File: config.mk
export PLATFORM = sky130hd
export DESIGN_NAME = lfsr_core
export DESIGN_NICKNAME = d
export VERILOG_FILES = /design/src/rtl/lfsr_pkg.sv /design/src/rtl/lfsr_core.sv
export SDC_FILE = /design/constraint.sdc
export NUM_CORES = 1
export LEC_CHECK = 0
export ABC_AREA = 1
export CORE_AREA = 8 8 45 47
export DETAILED_ROUTE_END_ITERATION = 7
export DIE_AREA = 0 0 53 55
export GPL_TIMING_DRIVEN = 0
export PLACE_DENSITY_LB_ADDON = 0.15
export SYNTH_ARGS = -nofsm -noshare
export SYNTH_HDL_FRONTEND = slang
export SYNTH_SLANG_ARGS = --single-unit
export TNS_END_PERCENT = 50
File: constraint.sdc
create_clock -name clk -period 2 [get_ports clk]
set_clock_uncertainty 0.2 [all_clocks]
set_input_delay 0.4 -clock clk [delete_from_list [all_inputs] [get_ports clk]]
set_output_delay 0.4 -clock clk [all_outputs]
set_load 0.03 [all_outputs]
File: src/rtl/lfsr_pkg.sv
// rtl/lfsr_pkg.sv - width limits, reset seed and primitive-polynomial tap table for lfsr_core
package lfsr_pkg;

   localparam int LFSR_MIN_W = 2;
   localparam int LFSR_MAX_W = 32;
   localparam logic [31:0] LFSR_SEED = 32'd1;

   function automatic logic [31:0] tap(input int t);
      return 32'd1 << (t - 1);
   endfunction

   // Tap t of the polynomial feeds back state bit t-1.
   function automatic logic [31:0] lfsr_taps(input int w);
      logic [31:0] m;
      m = '0;
      case (w)
         2:  m = tap(2)  | tap(1);
         3:  m = tap(3)  | tap(2);
         4:  m = tap(4)  | tap(3);
         5:  m = tap(5)  | tap(3);
         6:  m = tap(6)  | tap(5);
         7:  m = tap(7)  | tap(6);
         8:  m = tap(8)  | tap(6)  | tap(5)  | tap(4);
         9:  m = tap(9)  | tap(5);
         10: m = tap(10) | tap(7);
         11: m = tap(11) | tap(9);
         12: m = tap(12) | tap(6)  | tap(4)  | tap(1);
         13: m = tap(13) | tap(4)  | tap(3)  | tap(1);
         14: m = tap(14) | tap(5)  | tap(3)  | tap(1);
         15: m = tap(15) | tap(14);
         16: m = tap(16) | tap(15) | tap(13) | tap(4);
         17: m = tap(17) | tap(14);
         18: m = tap(18) | tap(11);
         19: m = tap(19) | tap(6)  | tap(2)  | tap(1);
         20: m = tap(20) | tap(17);
         21: m = tap(21) | tap(19);
         22: m = tap(22) | tap(21);
         23: m = tap(23) | tap(18);
         24: m = tap(24) | tap(23) | tap(22) | tap(17);
         25: m = tap(25) | tap(22);
         26: m = tap(26) | tap(6)  | tap(2)  | tap(1);
         27: m = tap(27) | tap(5)  | tap(2)  | tap(1);
         28: m = tap(28) | tap(25);
         29: m = tap(29) | tap(27);
         30: m = tap(30) | tap(6)  | tap(4)  | tap(1);
         31: m = tap(31) | tap(28);
         32: m = tap(32) | tap(22) | tap(2)  | tap(1);
         default: m = '0;
      endcase
      return m;
   endfunction

endpackage

File: src/rtl/lfsr_core.sv
// rtl/lfsr_core.sv - free-running maximal-length Fibonacci LFSR, z[1] is MSB
// LFSR_LOAD_EN adds load/seed ports for synchronous seeding.
module lfsr_core
   import lfsr_pkg::*;
#(
   parameter int n = 8
) (
   input  logic       clk,
   input  logic       rst,
`ifdef LFSR_LOAD_EN
   input  logic       load,
   input  logic [1:n] seed,
`endif
   output logic [1:n] z
);

   if (n < LFSR_MIN_W || n > LFSR_MAX_W) begin : g_bad_width
      $error("lfsr_core: parameter n must be within 2..32");
   end

   localparam logic [31:0]  TAP_ALL  = lfsr_taps(n);
   localparam logic [n-1:0] TAP_MASK = TAP_ALL[n-1:0];
   localparam logic [n-1:0] SEED     = LFSR_SEED[n-1:0];

   logic [n-1:0] r_state;
   logic         w_fb;
   logic [n-1:0] w_step;
   logic [n-1:0] w_next;

   assign w_fb   = ^(r_state & TAP_MASK);
   assign w_step = {r_state[n-2:0], w_fb};

`ifdef LFSR_LOAD_EN
   logic [n-1:0] w_seed;
   assign w_seed = seed;
   // An all-zero seed would lock the register up, so it loads the reset seed.
   assign w_next = !load ? w_step : ((w_seed == '0) ? SEED : w_seed);
`else
   assign w_next = w_step;
`endif

   always_ff @(posedge clk or negedge rst) begin
      if (!rst) r_state <= SEED;
      else      r_state <= w_next;
   end

   assign z = r_state;

endmodule

==> results of run 1 <==
==> per-layer routing <==
metal / GRT usage (%) / vias to the layer above / part of all wire (%)
li1: - / 96 / -
met1: 3.74 / 94 / 43
met2: 6.25 / 9 / 44
met3: 5.35 / 0 / 12
met4: 3.88 / 0 / 0
met5: 0 / - / 0
==> per-stage QoR <==
| step | util (%) | area (sq um) | setup WS [ns] |
|---|---|---|---|
| floorplan | - | 273 | 0.805 |
| global placement | 27.7 | 383 | 0.219 |
| detailed placement | 27.7 | 383 | 0.235 |
| CTS | 29.5 | 408 | 0.00651 |
| global route | 30.2 | 418 | 0.0559 |
| finish | 30.2 | 418 | 0.123 |
==> report_power, final <==
part | total [W] | internal [W] | switching, W
clock | 0.000130 | 0.0000763 | 0.0000541
combinational | 0.00000460 | 0.00000173 | 0.00000287
sequential | 0.000162 | 0.000162 | 0
total | 0.000297 | 0.000240 | 0.0000569
==> kinds of logic (layout without fill, tap and decap cells) <==
group / after synthesis / in the layout
simple gates: 11 / 11
xor+xnor: 1 / 1
buf+inv: 5 / 18
flops: 8 / 8
==> worst paths after layout <==
path	from	endpoint	slack (ns)	depth (start not counted)
hold / removal	z[6]$_DFF_PN0_	z[5]$_DFF_PN0_	0.17	0
min in group asynchronous	rst	z[7]$_DFF_PN0_	0.22	1
setup / recovery	z[7]$_DFF_PN0_	z[7]	0.12	1
hold reg to reg	z[6]$_DFF_PN0_	z[5]$_DFF_PN0_	0.17	0
max in group asynchronous	rst	z[8]$_DFF_PN1_	1.08	1
setup reg to reg	z[3]$_DFF_PN0_	z[8]$_DFF_PN1_	0.99	5
==> cell usage in the layout, fill, tap and decap left out, drive strengths merged <==
cell type,synthesis,final
dlymetal6s2s,0,4
clkbuf,0,4
clkdlybuf4s50,0,4
nor2,2,2
nand2,9,9
dfstp,1,1
dfrtp,7,7
dlygate4sd2,0,1
xnor2,1,1
inv,5,5
==> layout make-up <==
cell class | count | area share [%]
timing repair buffer | 9 | 23.7
multi-input combinational | 12 | 12.6
inverter | 5 | 4.49
tap | 16 | 4.79
clock buffer | 4 | 6.29
sequential | 8 | 48.2
==> timing repair <==
item                       CTS  global route
setup endpoints to repair    1             4
buffers inserted             0             0
resized for setup            1             4
pin swaps                    0             0
==> results.yml, run 1 <==
status:
  status: "finished clean"
floorplanning:
  die_w_um: 53
  die-area_sq_mm: 0.00292
  io_pins: 10
  row_count: 14
  core_sq_mm: 0.00138
  fp.dieH_um: 55
  start_util_pct: 19.7
yosys:
  async_flop_share_pct: 100
  syn_avg_cell_area_sq_um: 10.9
  synth-edff-count: 0
  synth-seq-cells: 8
  synthTopCellsByCount: "9 x nand2_1, 7 x dfrtp_1, 5 x inv_1"
  synth_compound_area_share_pct: 0
  synthXorXnorAreaFrac_pct: 3.21
  synth.cell_area_sq_um: 273
  synth_top_area_share_pct: 64.2
  synth_top_area_cell: "dfrtp_1"
  synthTopCellsByArea: "dfrtp_1 64%, nand2_1 12%, dfstp_2 9.6%"
  synthFlopType: "dfrtp_1"
  synthCells: 25
  muxShareOfSynthArea_pct: 0
  synth_top_family_by_area: "simple AND/OR/NAND/NOR gates"
  synth_seq_area_share_pct: 73.9
  yosys_warnings: 0
  synthAdderAreaFrac_pct: 0
  synth_cell_types: 7
  yosysMostFrequentCell: "nand2_1"
  synth_simple_gate_area_share_pct: 16.1
  synth.net_count: 27
global_routing:
  grt_usage_pct: 4.69
  antenna_found_initial: 0
  grt_pass1_vias: 194
  overflow: 0
  grt_max_degree: 9
  grt_pass1_wl_um: 869
cells_and_area:
  final_layout_size_suffix_gt1_share_pct: 13.2
  nets: 41
  area_delta_synth_final_pct: 53.2
  seqCellArea_sq_um: 201
  num-fill-cells: 154
  largest_register_ff_count: 8
  multi_input_area_sq_um: 52.6
  n_antenna_cell: 0
  fin_cells: 54
drt:
  wirelength_um: 532
  antenna_left: 0
  drt_iter0_drc: 5
  drc_errors: 0
  wl_per_cell_um: 9.85
  drt-pass1-iter-count: 2
  vias_per_cell: 3.69
  via_count: 199
clock_tree:
  cts_buffers: 3
  htree_levels: 1
  postCtsHoldBufs: 0
  cts_tree: "built"
  cts_sinks: 8
  cts_root_buffer: "clkbuf_4"
  clkLatencyLatePin_ns: 0.25
  clk_path_buf_depth: 2
  clk_pin_slew_worst_paths_ns: 0.05
sta:
  rsz0062_at_grt: "false"
  slew_headroom_pct: 76.8
  slew_viol_final: 0
  worst_pin_slew_ns: 0.346
  fmax_mhz: 533
  holdWs_ns: 0.173
  setup_violations: 0
  hold_viol: 0
  finalSetupTns_ns: 0
  period_share_pct: 93.9
  period_needed_ns: 1.88
min_path:
  worstHoldPathType: "reg2reg"
placement:
  post-place-cells: 50
  io_buffers: 9
  place.gp.congestion: 0.665
setup_path:
  critPathLaunchType: "flop"
  cp_max_fo: 2
  cp_slowest_stage_delay_ns: 0.67
  crit_path_cell_trace: "clkdlybuf4s50_1"
  cp_data_arrival_time_ns: 1.28
  criticalPathCategory: "reg2out"
  required_ns: 1.40
  path_delay_family: "buffers and inverters"
  path_buf_inv: 1
  critPathSlowestCell: "clkdlybuf4s50_1"
  end_kind: "output pin"
pwr:
  powerDensity_mw_per_mm2: 711
  power_w: 0.000297
  ir_worst_vdd_uv: 384
  power.leakage_nw: 0.274
job:
  cap_violations: 0
Power figures use the tool's default switching activity.
==> inputs of run 2 (changes only) <==
- TNS_END_PERCENT: 50 -> unset
==> results of run 2 <==
The final DEF is identical to that of run 1; final timing and power are the same.
==> inputs of run 3 (changes only) <==
- PLACE_DENSITY_LB_ADDON: 0.15 -> unset
==> results.yml, run 3 (synthesized netlist as in run 1, its figures left out) <==
sta:
  finalSetupTns_ns: 0
  hold_viol: 0
  fmax_mhz: 519
  slew_viol_final: 0
  setup_violations: 0
  slew_headroom_pct: 78.0
  rsz0062_at_grt: "false"
  period_needed_ns: 1.93
  period_share_pct: 96.4
  worst_pin_slew_ns: 0.329
clock_tree:
  clk_path_buf_depth: 2
  cts_tree: "built"
  postCtsHoldBufs: 0
  cts_sinks: 8
  cts_buffers: 3
  htree_levels: 1
  clk_pin_slew_worst_paths_ns: 0.06
  clkLatencyLatePin_ns: 0.25
  cts_root_buffer: "clkbuf_4"
cells_and_area:
  largest_register_ff_count: 8
  area_delta_synth_final_pct: 52.3
  num-fill-cells: 140
  nets: 41
  final_common_cell: "nand2_1"
  seqCellArea_sq_um: 201
  multi_input_area_sq_um: 52.6
  n_antenna_cell: 0
  final_layout_size_suffix_gt1_share_pct: 13.2
  mostFrequentLayoutCells: "9 x nand2_1, 7 x dfrtp_1, 5 x inv_1, 5 x clkdlybuf4s50_1"
pwr:
  power.leakage_nw: 0.255
  ir_worst_vdd_uv: 269
  power_w: 0.000295
  powerDensity_mw_per_mm2: 710
drt:
  wirelength_um: 525
  drt_iter0_drc: 0
  antenna_left: 0
  vias_per_cell: 3.70
  wl_per_cell_um: 9.72
  drc_errors: 0
  via_count: 200
  drt-pass1-iter-count: 1
global_routing:
  grt_usage_pct: 4.68
  grt_pass1_wl_um: 952
  grt_pass1_vias: 241
  overflow: 0
  antenna_found_initial: 0
  grt_max_degree: 9
setup_path:
  critPathLaunchType: "flop"
  required_ns: 1.40
  critPathSlowestCell: "clkdlybuf4s50_1"
  criticalPathCategory: "reg2out"
  crit_path_cell_trace: "clkdlybuf4s50_1"
  cp_slowest_stage_delay_ns: 0.69
  path_delay_family: "buffers and inverters"
  cp_data_arrival_time_ns: 1.33
  end_kind: "output pin"
  path_buf_inv: 1
  cp_max_fo: 4
floorplanning:
  row_count: 14
  start_util_pct: 19.7
  die_w_um: 53
  fp.dieH_um: 55
  io_pins: 10
  die-area_sq_mm: 0.00292
  core_sq_mm: 0.00138
placement:
  hpwl_um: 396
  place.gp.congestion: 0.687
  io_buffers: 9
job:
  cap_violations: 0
status:
  status: "finished clean"
min_path:
  worstHoldPathType: "reg2reg"
run 3: cell types whose count changed in the layout (fill, tap and decap cells not counted), sizes merged:
| cell | before | now |
|---|---|---|
| clkdlybuf4s50 | 4 | 5 |
| dlymetal6s2s | 4 | 3 |
run 3: area by class of cell:
| cell class | count | share of cell area, % |
|---|---|---|
| repair buffers | 9 | 23.2 |
| inverters | 5 | 4.52 |
| well taps | 16 | 4.82 |
| multi-input cells | 12 | 12.7 |
| clock buffers | 4 | 6.33 |
| flip-flops and latches | 8 | 48.5 |
run 3: layer usage:
layer  part of all wire [%]  global-route usage, %  vias to the layer above
met5                      0                      0                        -
met4                      0                   5.17                        0
met3                     11                   3.21                        0
met2                     45                   6.45                        9
met1                     43                   4.34                       94
li1                       -                      -                       97
run 3: per-stage QoR:
stage	utilization, %	setup slack [ns]	instances	hold slack, ns	instance area [sq um]
floorplan	-	0.805	25	-0.0956	273
global placement	27.7	0.214	50	0.158	383
detailed placement	27.7	0.225	50	0.164	383
CTS	29.5	0.00187	54	0.181	408
global route	30.0	0.0251	54	0.188	415
finish	30.0	0.0726	54	0.179	415
run 3: power by group:
part	internal, W	switching (W)	total, W	leakage, nW
Clock	0.0000762	0.0000524	0.000129	0.0150
Combinational	0.00000173	0.00000268	0.00000441	0.132
Sequential	0.000162	0	0.000162	0.108
Total	0.000240	0.0000551	0.000295	0.255
run 3: final timing paths:
check                                from        endpoint  slack (ns)  depth (start not counted)
min reg2reg                z[7]$_DFF_PN0_  z[6]$_DFF_PN0_        0.18                          0
min in group asynchronous             rst  z[4]$_DFF_PN0_        0.21                          1
min                        z[7]$_DFF_PN0_  z[6]$_DFF_PN0_        0.18                          0
max in group asynchronous             rst  z[8]$_DFF_PN1_        1.10                          1
max                        z[1]$_DFF_PN0_            z[1]        0.07                          1
max reg2reg                z[3]$_DFF_PN0_  z[8]$_DFF_PN1_        0.98                          5
run 3: what timing repair did:
| action | 4_1_cts | 5_1_grt |
|---|---|---|
| endpoints found under the hold margin | 0 | 0 |
| pin swaps | 0 | 0 |
| gates resized for setup | 1 | 3 |
| endpoints found under the setup margin | 1 | 3 |
| setup buffers | 0 | 0 |
